==> src/rtl/sampling_pkg.sv <==
// Shared constants and helpers for the sampling FIFO.
//   SAMPLING_DATA_WIDTH : default sample width
//   SAMPLING_DEPTH      : default number of history entries
//   ptr_w()             : width of a read/write pointer for a given depth
package sampling_pkg;

  localparam int SAMPLING_DATA_WIDTH = 8;
  localparam int SAMPLING_DEPTH      = 4;

  // Pointer width for a power-of-two depth; pointers wrap by natural overflow.
  function automatic int ptr_w(input int depth);
    return (depth < 2) ? 1 : $clog2(depth);
  endfunction

endpackage

==> src/rtl/sampling_fifo_mem.sv <==
// History storage for the sampling FIFO: DEPTH x DATA_WIDTH array with one
// synchronous write port and one asynchronous read port. Contents are not reset.
//   clk   : clock
//   we    : write enable
//   waddr : write address
//   wdata : write data
//   raddr : read address
//   rdata : read data (combinational from raddr)
module sampling_fifo_mem #(
  parameter int DATA_WIDTH = 8,
  parameter int DEPTH      = 4,
  parameter int ADDR_WIDTH = 2
) (
  input  logic                  clk,
  input  logic                  we,
  input  logic [ADDR_WIDTH-1:0] waddr,
  input  logic [DATA_WIDTH-1:0] wdata,
  input  logic [ADDR_WIDTH-1:0] raddr,
  output logic [DATA_WIDTH-1:0] rdata
);

  logic [DATA_WIDTH-1:0] mem_q [DEPTH];

  always_ff @(posedge clk) begin
    if (we) mem_q[waddr] <= wdata;
  end

  assign rdata = mem_q[raddr];

endmodule

==> src/rtl/sampling_fifo.sv <==
// Sampling register plus show-ahead history FIFO with a sticky overflow flag.
//   clk        : clock (rising edge)
//   reset      : synchronous active-high reset
//   clear      : synchronous flush of FIFO contents and overflow flag
//   push_valid : push_data is a new sample this cycle
//   push_data  : sample value
//   sampled    : most recent sample presented with push_valid
//   pop_ready  : consumer accepts pop_data this cycle
//   pop_valid  : FIFO non-empty
//   pop_data   : oldest stored sample (show-ahead)
//   count      : number of stored entries
//   full       : count == DEPTH
//   overflow   : sticky, a sample was dropped while full
module sampling_fifo
  import sampling_pkg::*;
#(
  parameter int DATA_WIDTH = SAMPLING_DATA_WIDTH,
  parameter int DEPTH      = SAMPLING_DEPTH
) (
  input  logic                         clk,
  input  logic                         reset,
  input  logic                         clear,
  input  logic                         push_valid,
  input  logic [DATA_WIDTH-1:0]        push_data,
  output logic [DATA_WIDTH-1:0]        sampled,
  input  logic                         pop_ready,
  output logic                         pop_valid,
  output logic [DATA_WIDTH-1:0]        pop_data,
  output logic [$clog2(DEPTH+1)-1:0]   count,
  output logic                         full,
  output logic                         overflow
);

  localparam int PW = ptr_w(DEPTH);
  localparam int CW = $clog2(DEPTH+1);

  logic [PW-1:0]         wr_ptr_q, wr_ptr_d;
  logic [PW-1:0]         rd_ptr_q, rd_ptr_d;
  logic [CW-1:0]         count_q, count_d;
  logic                  overflow_q, overflow_d;
  logic [DATA_WIDTH-1:0] sampled_q, sampled_d;

  logic pop;
  logic push_acc;
  logic mem_we;

  assign pop_valid = (count_q != '0);
  assign full      = (count_q == CW'(DEPTH));
  assign pop       = pop_valid && pop_ready;
  // A full FIFO still takes a push when the head leaves in the same cycle.
  assign push_acc  = push_valid && (!full || pop);
  // Flush and reset win over a same-cycle write; the slot is simply not used.
  assign mem_we    = push_acc && !clear && !reset;

  always_comb begin
    wr_ptr_d   = wr_ptr_q;
    rd_ptr_d   = rd_ptr_q;
    count_d    = count_q;
    overflow_d = overflow_q;
    // The sample register follows push_valid even during a flush.
    sampled_d  = push_valid ? push_data : sampled_q;

    if (clear) begin
      wr_ptr_d   = '0;
      rd_ptr_d   = '0;
      count_d    = '0;
      overflow_d = 1'b0;
    end else begin
      if (push_acc) wr_ptr_d = wr_ptr_q + PW'(1);
      if (pop)      rd_ptr_d = rd_ptr_q + PW'(1);
      case ({push_acc, pop})
        2'b10:   count_d = count_q + CW'(1);
        2'b01:   count_d = count_q - CW'(1);
        default: count_d = count_q;
      endcase
      if (push_valid && !push_acc) overflow_d = 1'b1;
    end
  end

  always_ff @(posedge clk) begin
    if (reset) begin
      wr_ptr_q   <= '0;
      rd_ptr_q   <= '0;
      count_q    <= '0;
      overflow_q <= 1'b0;
      sampled_q  <= '0;
    end else begin
      wr_ptr_q   <= wr_ptr_d;
      rd_ptr_q   <= rd_ptr_d;
      count_q    <= count_d;
      overflow_q <= overflow_d;
      sampled_q  <= sampled_d;
    end
  end

  sampling_fifo_mem #(
    .DATA_WIDTH (DATA_WIDTH),
    .DEPTH      (DEPTH),
    .ADDR_WIDTH (PW)
  ) u_mem (
    .clk   (clk),
    .we    (mem_we),
    .waddr (wr_ptr_q),
    .wdata (push_data),
    .raddr (rd_ptr_q),
    .rdata (pop_data)
  );

  assign count    = count_q;
  assign overflow = overflow_q;
  assign sampled  = sampled_q;

endmodule

==> config.mk <==
export PLATFORM = sky130hd
export DESIGN_NAME = sampling_fifo
export DESIGN_NICKNAME = d
export VERILOG_FILES = /design/src/rtl/sampling_pkg.sv /design/src/rtl/sampling_fifo_mem.sv /design/src/rtl/sampling_fifo.sv
export SDC_FILE = /design/constraint.sdc
export NUM_CORES = 1
export LEC_CHECK = 0
export CAP_MARGIN = 20
export CELL_PAD_IN_SITES_DETAIL_PLACEMENT = 0
export CELL_PAD_IN_SITES_GLOBAL_PLACEMENT = 1
export CORE_UTILIZATION = 42
export DETAILED_ROUTE_END_ITERATION = 10
export GPL_TIMING_DRIVEN = 0
export PLACE_DENSITY_LB_ADDON = 0.05
export SETUP_SLACK_MARGIN = 0.4
export SLEW_MARGIN = 20
export SYNTH_ARGS = -nofsm -noshare
export SYNTH_HDL_FRONTEND = slang
export SYNTH_SLANG_ARGS = --single-unit
==> constraint.sdc <==
create_clock -name clk -period 3.2 [get_ports clk]
set_clock_uncertainty 0.1 [all_clocks]
set_input_delay 0.8 -clock clk [delete_from_list [all_inputs] [get_ports clk]]
set_output_delay 0.8 -clock clk [all_outputs]
set_load 0.01 [all_outputs]
# Word-level counts from Yosys, hierarchy flattened
# Memory sizes are Yosys's and may differ from the RTL's. A register that Yosys moved wholly into a read port is not among the register bits.
# Index checks and enable logic that the tools add are counted.
dict set report word_totals {
  output_inout_bits 22
  regBits 16
  ramBits 32
  inputBits 13
  memories 1
}
dict set report classes {
  addsub 4
  mux 5
  n_reduce_logical 13
  n_eq_ne 3
}
# memory words width read_ports rd_clocked_by_memory_dff wr line
set mem_list {}
lappend mem_list {u_mem.mem_q 4 8 1 1 1 sampling_fifo_mem.sv:22} ;# logic [DATA_WIDTH-1:0] mem_q [DEPTH];
# op count
set op_table {}
lappend op_table {{3-bit case mux with 2 select lines} 1}
lappend op_table {{1-bit logical AND} 5}
lappend op_table {{2-bit by 1-bit adder with 2-bit output, second input constant} 2}
lappend op_table {{1-bit logical NOT} 4}
lappend op_table {{2-bit 2-to-1 mux} 2}
lappend op_table {{3-bit by 1-bit adder with 3-bit output, second input constant} 1}
lappend op_table {{3-bit equality test, second input constant} 1}
lappend op_table {{3-bit nonzero test} 1}
lappend op_table {{3-bit by 1-bit subtractor with 3-bit output, second input constant} 1}
lappend op_table {{2-bit by 1-bit equality test with 1-bit output, second input constant} 1}
lappend op_table {{2-bit equality test, second input constant} 1}
lappend op_table {{1-bit 2-to-1 mux} 2}
lappend op_table {{2-bit nonzero test} 1}
lappend op_table {{2-bit OR reduction} 1}
lappend op_table {{1-bit logical OR} 1}

# Logic depth before layout (Yosys ltp)
# Gate-level depths: netlist of run 1.
dict set report depth {
  ltp_word 8
  mapped_depth 10
}

# Cells and area by module
# Synthesis of run 1 repeated with hierarchy kept, for this count alone.
dict set report hier_totals {
  cells_unflattened 118
  area_unflattened_um2 1886.8
}
# mod instances area_each_um2 cells_per_inst
set modules_own_cells {}
lappend modules_own_cells {sampling_fifo_mem 1 1188.6 46}
lappend modules_own_cells {sampling_fifo 1 698.2 72}

# Worst setup path after synthesis of run 1
# OpenSTA, ideal clock, no wires.
dict set report synth_path {
  path_type {input to register}
  startpoint {input pop_ready}
  endpoint {register count_q[2], in the netlist count[2]}
  path_stages 9
  arrival_time_ps 2354
  path_buffers 0
  setup_slack_ps 676
  path_cell_list {nor4b_2 -> nor2_1 -> inv_1 -> ha_1 -> inv_1 -> fa_1 -> xor2_1 -> or3_1 -> a21oi_1}
}
dict set report synth_via {
  elab_chain_len 5
}
# item line
set synth_lines {}
lappend synth_lines {{start, declared} sampling_fifo.sv:26} ;# input logic pop_ready,
lappend synth_lines {{1-bit logical AND *} sampling_fifo.sv:49} ;# assign pop = pop_valid && pop_ready;
lappend synth_lines {{1-bit logical OR} sampling_fifo.sv:51} ;# assign push_acc = push_valid && (!full || pop);
lappend synth_lines {{1-bit logical AND} sampling_fifo.sv:51}
lappend synth_lines {{2-bit by 1-bit equality test with 1-bit output or 2-bit equality test (tied branches)} sampling_fifo.sv:71} ;# case ({push_acc, pop})
lappend synth_lines {{3-bit case mux with 2 select lines or 2-bit nonzero test (tied branches)} n/a}
lappend synth_lines {{end signal, assigned} sampling_fifo.sv:90} ;# count_q <= count_d;
lappend synth_lines {{end, declared} sampling_fifo.sv:39} ;# logic [CW-1:0] count_q, count_d;
# Every way passes the cells marked *; elsewhere a longest branch is shown, timed or not.
# A chain may end at the register's enable or synchronous reset.

==> results of run 1 <==
-- routing by layer --
| layer | up-vias | track usage [%] | share of wire [%] |
|---|---|---|---|
| met5 | - | 0 | 0 |
| met4 | 0 | 4.67 | 1.2 |
| met3 | 6 | 4.42 | 3.9 |
| met2 | 27 | 27.0 | 48 |
| met1 | 546 | 20.2 | 46 |
| li1 | 552 | - | - |
-- logic make-up after synthesis --
| kind of cell | count (synthesis) | synth area share [%] |
|---|---|---|
| compound gates | 10 | 2.98 |
| xor+xnor | 4 | 1.77 |
| fa+ha+maj | 6 | 4.18 |
| buf+inv | 14 | 3.23 |
| flops | 50 | 66.9 |
| mux | 16 | 13.2 |
| simple gates | 29 | 7.79 |
-- critical path: stages, from the launching register on --
cell and delay [ps]:
dfxtp_1 330, buf_6 170, mux4_2 520, clkdlybuf4s50_1 500
-- through the flow --
step / setup slack (ps) / cells / power (W) / area, sq um / TNS, ps
floorplan: 676 / 129 / 0.000769 / 1980 / 0
global placement: 1.06 / 214 / 0.000821 / 2370 / 0
detailed placement: -120 / 214 / 0.000825 / 2370 / -120
CTS: 435 / 222 / 0.00117 / 2460 / 0
global route: 384 / 222 / 0.00120 / 2470 / 0
finish: 494 / 222 / 0.00115 / 2470 / 0
-- worst min-delay path by stage --
stage / from / end / slack, ps
2_1_floorplan: wr_ptr_q[0] / wr_ptr_q[0] / 380
3_3_place_gp: overflow / overflow / 350
3_5_place_dp: overflow / overflow / 390
4_1_cts: sampled[3] / sampled[3] / 410
5_1_grt: sampled[0] / sampled[0] / 450
6_report: sampled[3] / sampled[3] / 400
-- layout by cell type (no fill, tap or decap), drive strengths merged, types with 2 or more instances in the layout --
cell / instances
a21oi: 4
and3: 4
buf: 5
clkbuf: 9
clkdlybuf4s50: 32
dfxtp: 18
edfxtp: 32
ha: 5
inv: 8
mux2i: 8
mux4: 8
nand3: 2
nor2: 17
o21ai: 3
or3: 2
xor2: 3
-- final cells by class --
class,count,area [sq um]
Fill cell,370,1980
Buffer,6,41.3
Inverter,8,30.0
Multi-Input combinational cell,65,602
Timing Repair Buffer,33,329
Tap cell,52,65.1
Clock buffer,8,80.1
Sequential cell,50,1320
-- power by group --
group / internal (W) / leakage, nW / switching [W]
sequential: 0.000698 / 0.436 / 0.00000683
clock: 0.000156 / 0.0395 / 0.000188
combinational: 0.0000563 / 0.395 / 0.0000496
-- repair_timing --
action                                  CTS  global route
endpoints found under the setup margin    9             6
buffers inserted                          0             0
gates resized for setup                   4             2
gates cloned                              0             0
-- sequential cells by signal, indices dropped and copies added, names as in the netlist, named ones only --
signal and cells:
sampled 8, count 3, u_mem.mem_q 32, rd_ptr_q 2, wr_ptr_q 2, overflow 1
==> metrics.yaml, run 1 <==
cells_and_area:
  finish.utilization_pct: 55.5
  num_antenna_cells: 0
  nets: 188
  drive_above_1_share_pct: 12.9
  area_delta_synth_final_pct: 25.0
floorplan:
  initial_core_util_pct: 44.5
  row_count: 24
  io_pins: 35
  die_h_um: 70.6
  core_area_sq_um: 4440
  dieWidth_um: 70.6
  die-area_sq_um: 4980
power_and_ir_drop:
  vdd_ir_drop_max_mv: 0.195
  powerDensity_nw_per_um2: 468
  leakagePower_nw: 0.871
global_route:
  grt_max_degree: 15
  grt_pass1_vias: 1183
  antenna_found_initial: 0
  grt-ovfl-total: 0
  grt_usage_pct: 15.9
  grt_pass1_wl_mm: 5.85
detailed_routing:
  avgRoutedWirePerCell_um: 16.1
  post_drt_via_cell_ratio: 5.09
  drc_errors: 5
  wl_mm: 3.56
  vias: 1131
  dr.pass1.iters: 7
  detail-route-antenna-nets: 0
  first_iter_violations: 50
run_status:
  status: "finished with violations"
  violations: "DRC"
logic_synthesis:
  ys_seq_area_share_pct: 66.9
  syn_avg_cell_area_sq_um: 15.3
  ys_async_sr_fraction_pct: 0
  synth_top_area_share_pct: 48.6
  synthTopCellsByArea: "edfxtp_1 (49%), dfxtp_1 (18%), mux4_2 (9.1%)"
  yosysWarnings: 0
  syn_area_sq_um: 1980
  synth_most_common_cell: "edfxtp_1"
  ys_seq_elements: 50
  yosysUniqueCellTypes: 26
  synth_edf_count: 32
  syn-instance-count: 129
  syn_nets: 148
  ys.flop_type: "edfxtp_1"
  synth_top_area_cell: "edfxtp_1"
  synth_common_cells: "edfxtp_1 (32), dfxtp_1 (18), nor2_1 (17)"
setup_path:
  worst_setup_path_start_kind: "flop"
  regToRegStartpoint: "count[2]"
  arrival_ps: 1810
  crit_required_ps: 2300
  endpoint: "pop_data[7]"
  path_class: "flop to output pin"
  rr_worst_depth: 9
  r2r_setup_slack_ps: 830
  r2r-end: "count[2]"
  end_kind: "output pin"
  crit_fanout: 8
clock_tree:
  hold_buffers: 0
  clkTransAtPathRegs_ps: 80
  cts-htree-levels: 2
  cts_root_buffer: "clkbuf_8"
  cts_tree: "yes"
  clkLatencyLatePin_ps: 290
  cts_buffers: 5
  cts_num_sinks: 50
  clock_path_buffers: 2
hold_path:
  min_path_type: "flop to flop"
  min_path_cells: 2
sta:
  setup_violations: 0
  finalMaxSlewViolations: 0
  hold_viol: 0
  holdWs_ps: 397
  slew_headroom_pct: 60.3
  fin_crit_sh_pct: 84.6
  worst_pin_slew_ps: 596
  rsz0062_at_grt: "true"
  max_freq_mhz: 370
  period_minus_slack_ps: 2710
placed_design:
  io_buffers: 33
  dp_hpwl_mm: 2.38
  place_congestion: 0.717
job:
  maxCapViolations: 0
(Power assumes the default switching activity.)
==> run 2: changes to the inputs <==
- clock period: 3.2 -> 2.6 ns (I/O delays scaled with it)
==> run 2 against run 1 <==
Against the previous run: the run still ends with DRC left; combinational power up 27%; via count up 3.5%; power up 33%; first-iteration DRC count up 110%; worst hold slack worse by 8.2 ps; cell area up 4.5%; critical path depth up 1; sequential power up 23%; core utilization up 2.5 points; non-clock buffer count up 8; global-route usage down 0.16 points; clock power up 54%; largest power group unchanged; highest routed layer unchanged.
==> metrics.yaml, run 2 (synthesized netlist as in run 1, its figures left out) <==
hold_path:
  min_from: "overflow"
  min_path_cells: 2
  min_path_type: "flop to flop"
  min_to: "overflow"
floorplan:
  initial_core_util_pct: 44.5
  row_count: 24
  die-area_sq_um: 4980
  dieWidth_um: 70.6
  die_h_um: 70.6
  core_area_sq_um: 4440
  io_pins: 35
power_and_ir_drop:
  totalPowerFinal_w: 0.00153
  vdd_ir_drop_max_mv: 0.304
  powerDensity_nw_per_um2: 594
  leakagePower_nw: 0.960
clock_tree:
  clkTransAtPathRegs_ps: 80
  cts_num_sinks: 50
  cts-htree-levels: 2
  cts_tree: "yes"
  cts_root_buffer: "clkbuf_8"
  cts_buffers: 5
  clkLatencyLatePin_ps: 300
  clock_path_buffers: 2
cells_and_area:
  largest_register_ffs: 32
  final_common_cell: "edfxtp_1"
  top_register: "u_mem.mem_q"
  drive_above_1_share_pct: 27.5
  nets: 196
  mostFrequentLayoutCells: "edfxtp_1 (32), clkdlybuf4s50_1 (21), nor2_1 (16), dfxtp_1 (15), buf_6 (13)"
  area_delta_synth_final_pct: 30.6
  num_antenna_cells: 0
sta:
  rsz0062_at_grt: "true"
  worst_pin_slew_ps: 480
  hold_viol: 0
  max_freq_mhz: 444
  finalMaxSlewViolations: 0
  slew_headroom_pct: 68.0
  fin_crit_sh_pct: 86.6
  holdWs_ps: 389
  setup_violations: 0
  period_minus_slack_ps: 2250
  setup_tns_ps: 0
setup_path:
  r2r_setup_slack_ps: 390
  worst_setup_path_start_kind: "flop"
  end_kind: "output pin"
  r2r-end: "count[2]"
  arrival_ps: 1500
  regToRegStartpoint: "count[0]"
  path_class: "flop to output pin"
  crit_required_ps: 1850
  rr_worst_depth: 10
  crit_fanout: 5
detailed_routing:
  detail-route-antenna-nets: 0
  post_drt_via_cell_ratio: 5.09
  vias: 1171
  first_iter_violations: 106
  avgRoutedWirePerCell_um: 15.3
  drc_errors: 5
  dr.pass1.iters: 6
  wl_mm: 3.52
global_route:
  grt_pass1_wl_mm: 5.71
  grt_pass1_vias: 1186
  grt_usage_pct: 15.8
  antenna_found_initial: 0
  grt_max_degree: 16
  grt-ovfl-total: 0
placed_design:
  dp_hpwl_mm: 2.37
  io_buffers: 33
  place_congestion: 0.771
run_status:
  violations: "DRC"
  status: "finished with violations"
job:
  maxCapViolations: 0
## run 2: cell types whose count changed in the layout (fill, tap and decap cells not counted), moves of 2 or more
cell,delta
buf_4,+3
dfxtp_2,+3
clkbuf_1,-3
dlygate4sd2_1,+2
dfxtp_1,-3
clkdlybuf4s50_1,-11
clkinv_2,+2
buf_6,+11
buf_2,+3
## run 2: cell type report
cell class | count | area (sq um)
Clock buffer | 5 | 68.8
Sequential cell | 50 | 1330
Inverter | 8 | 30.0
Tap cell | 52 | 65.1
Timing Repair Buffer | 41 | 398
Fill cell | 371 | 1860
Buffer | 6 | 41.3
Multi-Input combinational cell | 65 | 612
Clock inverter | 3 | 40.0
## run 2: metal layers
layer  up-vias  track usage (%)  wire, um  share of wire, %
met2        25             26.8      1790                51
met5         -                0         0                 0
li1        566                -         -                 -
met3         6             3.13       154               4.4
met1       574             19.7      1520                43
met4         0             7.33        51               1.4
## run 2: through the flow
step / worst slack [ps] / utilization (%) / area (sq um) / std cells
3_3_place_gp: -396 / 53.6 / 2380 / 214
3_5_place_dp: -423 / 53.6 / 2380 / 214
4_1_cts: 300 / 57.5 / 2560 / 229
5_1_grt: 270 / 58.1 / 2580 / 230
2_1_floorplan: 274 / - / 1990 / 129
6_report: 348 / 58.1 / 2580 / 230
## run 2: where the power goes
part | internal [W] | total [W] | switching (W)
clock | 0.000283 | 0.000529 | 0.000245
sequential | 0.000859 | 0.000868 | 0.00000870
combinational | 0.0000726 | 0.000135 | 0.0000625
## run 2: worst max-delay path by stage
stage,startpoint,to,cells past startpoint
CTS,pop_ready,count[2],10
finish,flop,pop_data[7],4
global placement,pop_ready,count[2],10
global route,count[0],count[2],10
floorplan,pop_ready,count[2],9
detailed placement,pop_ready,count[2],10
## run 2: timing repair
item                                    4_1_cts  5_1_grt
hold endpoints to repair                      0        0
hold buffers                                  0        0
pin swaps                                     2        3
setup buffers                                 7        1
gates resized for setup                      57        3
endpoints found under the setup margin       13       10
## run 2: worst max-delay path, cell delays in order, from the launching register on
cell and delay [ps]:
dfxtp_2 330, buf_6 120, buf_6 110, mux4_2 510, buf_6 140
==> run 3: changes to the inputs <==
- CTS_CLUSTER_DIAMETER: not set -> 100
- SLEW_MARGIN: 20 -> not set
==> results of run 3 <==
No change in the layout: final DEF, timing and power equal those of run 2.
